File: src/rtl/s64x7_bus_arbiter_pkg.sv
// rtl/s64x7_bus_arbiter_pkg.sv - shared encodings and widths for the S64X7 bus arbiter
//
// Holds the arbiter state encoding (which doubles as the one-hot gnt_o value)
// and the bus field widths used by the interface and the arbiter.
// Ports: none (package).

package s64x7_bus_arbiter_pkg;

  localparam int ADR_W = 61;  // doubleword address [63:3]
  localparam int SEL_W = 8;   // byte lane selects
  localparam int DAT_W = 64;

  // OWN0/OWN1 are one-hot so the state register can drive gnt_o directly.
  typedef enum logic [1:0] {
    ARB_IDLE = 2'b00,
    ARB_OWN0 = 2'b01,
    ARB_OWN1 = 2'b10
  } arb_state_t;

endpackage

File: src/rtl/s64x7_bus_arbiter_if.sv
// rtl/s64x7_bus_arbiter_if.sv - bus bundle between CPU, DMA, arbiter and memory slave
//
// Signals:
//   m0_*  CPU side: cyc/stb/we/vpa/adr/sel/dat_i requests, dat_o/ack_o/err_o returns
//   m1_*  DMA side: same without vpa
//   s_*   slave side: cyc/stb/we/vpa/adr/sel/dat_o outputs, dat_i/ack_i returns
//   gnt_o one-hot current owner
// Modports:
//   master  the arbiter's view (it masters the shared slave bus)
//   slave   the environment's view (CPU, DMA and memory models)

interface s64x7_bus_arbiter_if;
  import s64x7_bus_arbiter_pkg::*;

  logic             m0_cyc_i, m0_stb_i, m0_we_i, m0_vpa_i;
  logic [ADR_W-1:0] m0_adr_i;
  logic [SEL_W-1:0] m0_sel_i;
  logic [DAT_W-1:0] m0_dat_i;
  logic [DAT_W-1:0] m0_dat_o;
  logic             m0_ack_o, m0_err_o;

  logic             m1_cyc_i, m1_stb_i, m1_we_i;
  logic [ADR_W-1:0] m1_adr_i;
  logic [SEL_W-1:0] m1_sel_i;
  logic [DAT_W-1:0] m1_dat_i;
  logic [DAT_W-1:0] m1_dat_o;
  logic             m1_ack_o, m1_err_o;

  logic [ADR_W-1:0] s_adr_o;
  logic [SEL_W-1:0] s_sel_o;
  logic [DAT_W-1:0] s_dat_o;
  logic             s_cyc_o, s_stb_o, s_we_o, s_vpa_o;
  logic [DAT_W-1:0] s_dat_i;
  logic             s_ack_i;

  logic [1:0]       gnt_o;

  modport master (
    input  m0_cyc_i, m0_stb_i, m0_we_i, m0_vpa_i, m0_adr_i, m0_sel_i, m0_dat_i,
    output m0_dat_o, m0_ack_o, m0_err_o,
    input  m1_cyc_i, m1_stb_i, m1_we_i, m1_adr_i, m1_sel_i, m1_dat_i,
    output m1_dat_o, m1_ack_o, m1_err_o,
    output s_adr_o, s_sel_o, s_dat_o, s_cyc_o, s_stb_o, s_we_o, s_vpa_o,
    input  s_dat_i, s_ack_i,
    output gnt_o
  );

  modport slave (
    output m0_cyc_i, m0_stb_i, m0_we_i, m0_vpa_i, m0_adr_i, m0_sel_i, m0_dat_i,
    input  m0_dat_o, m0_ack_o, m0_err_o,
    output m1_cyc_i, m1_stb_i, m1_we_i, m1_adr_i, m1_sel_i, m1_dat_i,
    input  m1_dat_o, m1_ack_o, m1_err_o,
    input  s_adr_o, s_sel_o, s_dat_o, s_cyc_o, s_stb_o, s_we_o, s_vpa_o,
    output s_dat_i, s_ack_i,
    input  gnt_o
  );

endinterface

File: src/rtl/s64x7_rr_pick.sv
// rtl/s64x7_rr_pick.sv - combinational two-way round-robin picker
//
// Ports:
//   req[1:0]  request from m1 (bit 1) and m0 (bit 0)
//   last      most recent owner (0 = m0, 1 = m1)
//   gnt[1:0]  one-hot pick, 00 when nothing is requested

module s64x7_rr_pick (
  input  logic [1:0] req,
  input  logic       last,
  output logic [1:0] gnt
);

  always_comb begin
    gnt = 2'b00;
    case (req)
      2'b01:   gnt = 2'b01;
      2'b10:   gnt = 2'b10;
      // On a tie the master that did not own the bus most recently wins.
      2'b11:   gnt = last ? 2'b01 : 2'b10;
      default: gnt = 2'b00;
    endcase
  end

endmodule

File: src/rtl/s64x7_bus_arbiter.sv
// rtl/s64x7_bus_arbiter.sv - two-master / one-slave S64X7 memory bus arbiter
//
// Shares the slave bus between the CPU (m0) and the DMA/video engine (m1).
// The grant is taken per transaction and held while the owner keeps cyc high.
// Optional unacknowledged-transfer abort: define S64X7_ARB_TIMEOUT_EN.
// Parameters:
//   TIMEOUT  cycles a granted stb may wait for ack before abort (2..65535)
// Ports:
//   clk_i    system clock, rising edge
//   reset_i  asynchronous active-high reset
//   bus      s64x7_bus_arbiter_if.master (masters, slave and gnt_o)

module s64x7_bus_arbiter
  import s64x7_bus_arbiter_pkg::*;
#(
  parameter int TIMEOUT = 255
) (
  input  logic                  clk_i,
  input  logic                  reset_i,
  s64x7_bus_arbiter_if.master   bus
);

  if (TIMEOUT < 2 || TIMEOUT > 65535) begin : g_timeout_range
    $error("s64x7_bus_arbiter: TIMEOUT must be within 2..65535");
  end

  arb_state_t state;
  logic       last;          // 1 = m1 owned most recently
  logic       own_cyc;
  logic       own_stb;
  logic       timeout_hit;
  logic       bus_free;
  logic [1:0] pick;

  s64x7_rr_pick u_pick (
    .req  ({bus.m1_cyc_i, bus.m0_cyc_i}),
    .last (last),
    .gnt  (pick)
  );

  // A timed-out owner is treated exactly like one that dropped cyc.
  assign bus_free = (state == ARB_IDLE) || !own_cyc || timeout_hit;

  always_ff @(posedge clk_i or posedge reset_i) begin
    if (reset_i) begin
      state <= ARB_IDLE;
      last  <= 1'b1;
    end else if (bus_free) begin
      case (pick)
        2'b01: begin
          state <= ARB_OWN0;
          last  <= 1'b0;
        end
        2'b10: begin
          state <= ARB_OWN1;
          last  <= 1'b1;
        end
        default: state <= ARB_IDLE;
      endcase
    end
  end

`ifdef S64X7_ARB_TIMEOUT_EN
  logic [15:0] wait_cnt;

  assign timeout_hit = (state != ARB_IDLE) && (wait_cnt == 16'(TIMEOUT));

  always_ff @(posedge clk_i or posedge reset_i) begin
    if (reset_i) begin
      wait_cnt <= 16'd0;
    end else if (bus_free) begin
      wait_cnt <= 16'd0;
    end else if (own_stb && !bus.s_ack_i) begin
      wait_cnt <= wait_cnt + 16'd1;
    end else begin
      wait_cnt <= 16'd0;
    end
  end
`else
  assign timeout_hit = 1'b0;
`endif

  // Owner mux toward the slave and ack/err steering back to the owner.
  always_comb begin
    own_cyc      = 1'b0;
    own_stb      = 1'b0;
    bus.s_we_o   = 1'b0;
    bus.s_vpa_o  = 1'b0;
    bus.s_adr_o  = '0;
    bus.s_sel_o  = '0;
    bus.s_dat_o  = '0;
    bus.m0_ack_o = 1'b0;
    bus.m0_err_o = 1'b0;
    bus.m1_ack_o = 1'b0;
    bus.m1_err_o = 1'b0;
    case (state)
      ARB_OWN0: begin
        own_cyc      = bus.m0_cyc_i;
        own_stb      = bus.m0_stb_i;
        bus.s_we_o   = bus.m0_we_i;
        bus.s_vpa_o  = bus.m0_vpa_i;
        bus.s_adr_o  = bus.m0_adr_i;
        bus.s_sel_o  = bus.m0_sel_i;
        bus.s_dat_o  = bus.m0_dat_i;
        bus.m0_ack_o = bus.s_ack_i && !timeout_hit;
        bus.m0_err_o = timeout_hit;
      end
      ARB_OWN1: begin
        own_cyc      = bus.m1_cyc_i;
        own_stb      = bus.m1_stb_i;
        bus.s_we_o   = bus.m1_we_i;
        bus.s_adr_o  = bus.m1_adr_i;
        bus.s_sel_o  = bus.m1_sel_i;
        bus.s_dat_o  = bus.m1_dat_i;
        bus.m1_ack_o = bus.s_ack_i && !timeout_hit;
        bus.m1_err_o = timeout_hit;
      end
      default: ;
    endcase
    // The aborted cycle is withdrawn from the slave in the same cycle.
    bus.s_cyc_o = own_cyc && !timeout_hit;
    bus.s_stb_o = own_stb && !timeout_hit;
  end

  assign bus.m0_dat_o = bus.s_dat_i;
  assign bus.m1_dat_o = bus.s_dat_i;
  assign bus.gnt_o    = state;

endmodule
File: src/flat_wrapper.sv
// flat-port wrapper written by rule: the top's interface ports become plain ports
module s64x7_bus_arbiter_flat import s64x7_bus_arbiter_pkg::*;
#(
  parameter int TIMEOUT = 255
)
  (clk_i, reset_i, bus_m0_cyc_i, bus_m0_stb_i, bus_m0_we_i, bus_m0_vpa_i, bus_m0_adr_i, bus_m0_sel_i, bus_m0_dat_i, bus_m0_dat_o, bus_m0_ack_o, bus_m0_err_o, bus_m1_cyc_i, bus_m1_stb_i, bus_m1_we_i, bus_m1_adr_i, bus_m1_sel_i, bus_m1_dat_i, bus_m1_dat_o, bus_m1_ack_o, bus_m1_err_o, bus_s_adr_o, bus_s_sel_o, bus_s_dat_o, bus_s_cyc_o, bus_s_stb_o, bus_s_we_o, bus_s_vpa_o, bus_s_dat_i, bus_s_ack_i, bus_gnt_o);
  s64x7_bus_arbiter_if bus_i ();
  input  logic clk_i;
  input  logic reset_i;
  input wire logic [$bits(bus_i.m0_cyc_i)-1:0] bus_m0_cyc_i;
  input wire logic [$bits(bus_i.m0_stb_i)-1:0] bus_m0_stb_i;
  input wire logic [$bits(bus_i.m0_we_i)-1:0] bus_m0_we_i;
  input wire logic [$bits(bus_i.m0_vpa_i)-1:0] bus_m0_vpa_i;
  input wire logic [$bits(bus_i.m0_adr_i)-1:0] bus_m0_adr_i;
  input wire logic [$bits(bus_i.m0_sel_i)-1:0] bus_m0_sel_i;
  input wire logic [$bits(bus_i.m0_dat_i)-1:0] bus_m0_dat_i;
  output wire logic [$bits(bus_i.m0_dat_o)-1:0] bus_m0_dat_o;
  output wire logic [$bits(bus_i.m0_ack_o)-1:0] bus_m0_ack_o;
  output wire logic [$bits(bus_i.m0_err_o)-1:0] bus_m0_err_o;
  input wire logic [$bits(bus_i.m1_cyc_i)-1:0] bus_m1_cyc_i;
  input wire logic [$bits(bus_i.m1_stb_i)-1:0] bus_m1_stb_i;
  input wire logic [$bits(bus_i.m1_we_i)-1:0] bus_m1_we_i;
  input wire logic [$bits(bus_i.m1_adr_i)-1:0] bus_m1_adr_i;
  input wire logic [$bits(bus_i.m1_sel_i)-1:0] bus_m1_sel_i;
  input wire logic [$bits(bus_i.m1_dat_i)-1:0] bus_m1_dat_i;
  output wire logic [$bits(bus_i.m1_dat_o)-1:0] bus_m1_dat_o;
  output wire logic [$bits(bus_i.m1_ack_o)-1:0] bus_m1_ack_o;
  output wire logic [$bits(bus_i.m1_err_o)-1:0] bus_m1_err_o;
  output wire logic [$bits(bus_i.s_adr_o)-1:0] bus_s_adr_o;
  output wire logic [$bits(bus_i.s_sel_o)-1:0] bus_s_sel_o;
  output wire logic [$bits(bus_i.s_dat_o)-1:0] bus_s_dat_o;
  output wire logic [$bits(bus_i.s_cyc_o)-1:0] bus_s_cyc_o;
  output wire logic [$bits(bus_i.s_stb_o)-1:0] bus_s_stb_o;
  output wire logic [$bits(bus_i.s_we_o)-1:0] bus_s_we_o;
  output wire logic [$bits(bus_i.s_vpa_o)-1:0] bus_s_vpa_o;
  input wire logic [$bits(bus_i.s_dat_i)-1:0] bus_s_dat_i;
  input wire logic [$bits(bus_i.s_ack_i)-1:0] bus_s_ack_i;
  output wire logic [$bits(bus_i.gnt_o)-1:0] bus_gnt_o;
  assign bus_i.m0_cyc_i = bus_m0_cyc_i;
  assign bus_i.m0_stb_i = bus_m0_stb_i;
  assign bus_i.m0_we_i = bus_m0_we_i;
  assign bus_i.m0_vpa_i = bus_m0_vpa_i;
  assign bus_i.m0_adr_i = bus_m0_adr_i;
  assign bus_i.m0_sel_i = bus_m0_sel_i;
  assign bus_i.m0_dat_i = bus_m0_dat_i;
  assign bus_m0_dat_o = bus_i.m0_dat_o;
  assign bus_m0_ack_o = bus_i.m0_ack_o;
  assign bus_m0_err_o = bus_i.m0_err_o;
  assign bus_i.m1_cyc_i = bus_m1_cyc_i;
  assign bus_i.m1_stb_i = bus_m1_stb_i;
  assign bus_i.m1_we_i = bus_m1_we_i;
  assign bus_i.m1_adr_i = bus_m1_adr_i;
  assign bus_i.m1_sel_i = bus_m1_sel_i;
  assign bus_i.m1_dat_i = bus_m1_dat_i;
  assign bus_m1_dat_o = bus_i.m1_dat_o;
  assign bus_m1_ack_o = bus_i.m1_ack_o;
  assign bus_m1_err_o = bus_i.m1_err_o;
  assign bus_s_adr_o = bus_i.s_adr_o;
  assign bus_s_sel_o = bus_i.s_sel_o;
  assign bus_s_dat_o = bus_i.s_dat_o;
  assign bus_s_cyc_o = bus_i.s_cyc_o;
  assign bus_s_stb_o = bus_i.s_stb_o;
  assign bus_s_we_o = bus_i.s_we_o;
  assign bus_s_vpa_o = bus_i.s_vpa_o;
  assign bus_i.s_dat_i = bus_s_dat_i;
  assign bus_i.s_ack_i = bus_s_ack_i;
  assign bus_gnt_o = bus_i.gnt_o;
  s64x7_bus_arbiter #(.TIMEOUT(TIMEOUT)) u_core (.clk_i(clk_i), .reset_i(reset_i), .bus(bus_i));
endmodule
File: config.mk
export PLATFORM = sky130hd
export DESIGN_NAME = s64x7_bus_arbiter_flat
export DESIGN_NICKNAME = d
export VERILOG_FILES = /design/src/rtl/s64x7_bus_arbiter_pkg.sv /design/src/rtl/s64x7_bus_arbiter_if.sv /design/src/rtl/s64x7_rr_pick.sv /design/src/rtl/s64x7_bus_arbiter.sv /design/src/flat_wrapper.sv
export SDC_FILE = /design/constraint.sdc
export NUM_CORES = 1
export LEC_CHECK = 0
export BUFFER_PORTS_ARGS = -buffer_cell sky130_fd_sc_hd__buf_2
export CORE_AREA = 2 2 236 238
export DETAILED_ROUTE_END_ITERATION = 8
export DIE_AREA = 0 0 238 240
export HOLD_SLACK_MARGIN = 0.15
export SYNTH_ARGS = -nofsm -noshare
export SYNTH_HDL_FRONTEND = slang
export SYNTH_HIERARCHICAL = 1
export SYNTH_SLANG_ARGS = --single-unit
File: constraint.sdc
create_clock -name clk_i -period 1.8 [get_ports clk_i]
set_input_delay 0 -clock clk_i [delete_from_list [all_inputs] [get_ports clk_i]]
set_output_delay 0 -clock clk_i [all_outputs]
set_load 0.02 [all_outputs]
==> summary.md <==
| Metric | Value |
|---|---|
| Crit path capture type | output port |
| Worst flop-to-flop path endpoint | u_core/bus.gnt_o[0] |
| CP arrival | 1830 ps |
| WP buf/inv | 5 |
| Final setup margin | -26.1 ps |
| Setup Viol. Count Final | 4 |
| Placed cell area | 5430 um^2 |
| Mapped Area | 3330 um^2 |
| Syn_area_per_cell | 7.04 um^2 |
| Delay-heaviest family, CP | buffers and inverters |
| Most common cell after layout, fill and taps aside | buf_2 |
| Drt pass-1 iters | 5 |
| Num CTS Buffers | 3 |
| CP max-delay cell | dfrtp_1 |
| CP Depth | 8 |
| Hold WC Path Type | input pin to asynchronous set/reset pin |
| Dpl hpwl | 19300 um |
| WL/cell | 19.7 um |
| R2R Setup Slk | 60 ps |
| Initial Utilization | 0.0609 |
| Worst Skew | 1.20 ps |
| Dpl ws | -152 ps |
| Clk Latency, worst-skew pair | 230 ps |
| Layout net count | 1185 |
| Commonest non-fill, non-tap cells in the layout | buf_2 (344), nor2b_1 (130), buf_4 (79) |
| Total routed wirelength | 30500 um |
| CTS tree | done |
| FP Rows | 86 |
| CP Launch Point | u_core/bus.gnt_o[1] |
| Die area | 57100 um^2 |
| RSZ-0062 raised after global routing | true |
| WS Path Type | flop to output port |
| All-Layer GR Usage | 0.0865 |
| Number of I/O port buffers | 416 |
| Number of global-route vias before repair | 4813 |
| Worst path cell trace | buf_6 -> ha_4 -> buf_12 -> buf_16 -> buf_8 -> a22oi_2 -> nor2b_1 -> buf_2 |
| Die width | 238 um |
| Antenna violations before repair | 19 |
| Fill cell count | 6262 |
| Vias/cell | 3.33 |
| Non-Filler Cell Area, Final | 7460 um^2 |
| Drt drc | 0 |
| Largest net degree at the start of global routing | 77 |
| Critical Path RT | 1800 ps |
| CTS root buf | clkbuf_16 |
| Global-route wire length before repair | 34600 um |
| Via count | 5158 |
| Worst-margin pin slew | 581 ps |
| Status | complete, but fails checks |
| Final Slew Violations | 0 |
| Critical Path End | bus_s_dat_o[22] |
| Reg2reg start | u_core/bus.gnt_o[1] |
| Min Clock Period, post-route | 1830 ps |
| R2R cell count | 7 |
| Routed Antenna Nets | 0 |
| Failing checks | negative setup slack |
| Sequential area share after synthesis | 0.0229 |
| Longest Clk Path Bufs | 2 |
| Final Hold Viols | 0 |
| Power Density | 834 nW/um^2 |
| Slew margin rel. | 0.611 |
| Core area | 54700 um^2 |
| Maximum vdd drop | 908 uV |
| Io pins | 611 |
| Maxcap violations | 0 |
| Crit-path max FO | 7 |
| Final Wtd Congestion | 0.887 |
| Synthesized instance count | 473 |
| Layout cells sized above 1 | 0.669 |
| Overflow after GRT | 0 |
| Clock slew at reported path FFs | 30 ps |
| Ys Warns | 6 |
| Die height | 240 um |
| Synth Register Bits | 3 |
| Fmax achieved | 0.548 GHz |
| Setup tns final | -49.6 ps |
| Post-synth cell types | 19 |
| Final worst path period share | 1.01 |
| Leak | 3.19 nW |
| Area grow syn2layout | 124% |
| Max H-tree Level | 1 |
| Number of DRC markers in iteration 0 | 177 |
| Startpoint types | flop |
| Clock Sinks | 3 |
| Critical Path Max Stage Delay | 390 ps |
==> how the worst min path moves through the flow <==
| stage | to | depth (start not counted) |
|---|---|---|
| floorplan | u_core/bus.gnt_o[0] | 1 |
| global placement | u_core/bus.gnt_o[0] | 2 |
| global route | u_core/bus.gnt_o[1] | 3 |
| finish | u_core/bus.gnt_o[1] | 3 |
| CTS | u_core/bus.gnt_o[0] | 3 |
| detailed placement | u_core/bus.gnt_o[0] | 2 |
==> worst register-to-register path, stage by stage, from the launching register on <==
cell	delay, ps
dfrtp_1	390
buf_6	130
ha_4	190
buf_12	170
buf_4	140
a22oi_4	200
nor2_2	80
mux2_1	320
==> state kept, by name, indices dropped and copies added (netlist names) <==
signal / cells
u_core/bus.gnt_o: 2
u_core/last: 1
==> cell families (layout without fill, tap and decap cells) <==
group / after synthesis / after routing / share of synthesized area
compound gates: 139 / 139 / 0.318
fa+ha+maj: 5 / 5 / 0.0188
buf+inv: 181 / 546 / 0.365
flops: 3 / 3 / 0.0229
mux: 3 / 3 / 0.0101
other cells: 1 / 10 / 0.00113
simple gates: 141 / 141 / 0.264
==> cell usage after synthesis <==
cell type / number / area (um^2)
conb_1: 1 / 3.75
clkbuf_1: 14 / 52.6
nor2b_1: 136 / 851
and2_1: 3 / 18.8
ha_1: 5 / 62.6
buf_6: 1 / 11.3
mux2_1: 3 / 33.8
inv_1: 6 / 22.5
a22oi_1: 135 / 1010
a21boi_1: 1 / 7.51
dfrtp_1: 2 / 50.1
buf_4: 131 / 983
buf_2: 29 / 145
a22oi_4: 1 / 21.3
dfstp_2: 1 / 26.3
nor2_1: 1 / 3.75
o21bai_1: 1 / 7.51
nand2b_1: 1 / 6.26
a21boi_0: 1 / 7.51
==> power by group <==
part           internal, mW  total [mW]  switching [mW]
registers            0.0936       0.108          0.0142
logic                  2.62        5.75            3.13
clock network         0.294       0.369          0.0754
==> routing by layer <==
layer,vias up,part of all wire,GRT usage,wire (um)
li1,2280,-,-,-
met1,2382,0.41,0.103,12500
met2,432,0.48,0.158,14800
met3,58,0.075,0.0139,2280
met4,6,0.030,0.0273,920
met5,-,0.0013,0,39
==> layout make-up <==
class | instances | area [um^2] | share of cell area
flip-flops and latches | 3 | 76.3 | 0.0102
clock buffers | 4 | 78.8 | 0.0106
inverters | 6 | 22.5 | 0.00302
multi-input cells | 290 | 2460 | 0.330
repair buffers | 536 | 3920 | 0.525
diodes | 8 | 20.0 | 0.00268
well taps | 704 | 881 | 0.118
==> timing repair <==
item                                    CTS  global route
gates resized for setup                  93           107
endpoints found under the hold margin   131             0
cloned                                    7             9
endpoints found under the setup margin   61           138
hold buffers                             65             0
pin swaps                                10             8
buffers inserted                         12             4
==> through the flow <==
stage	power, mW	cells	hold WS (ps)	utilization
floorplan	2.79	474	-247	-
global placement	3.97	1445	-132	0.0992
detailed placement	3.97	1445	-131	0.0992
CTS	5.54	1532	173	0.125
global route	6.58	1549	190	0.136
finish	6.22	1551	173	0.136
Power figures use the tool's default switching activity.
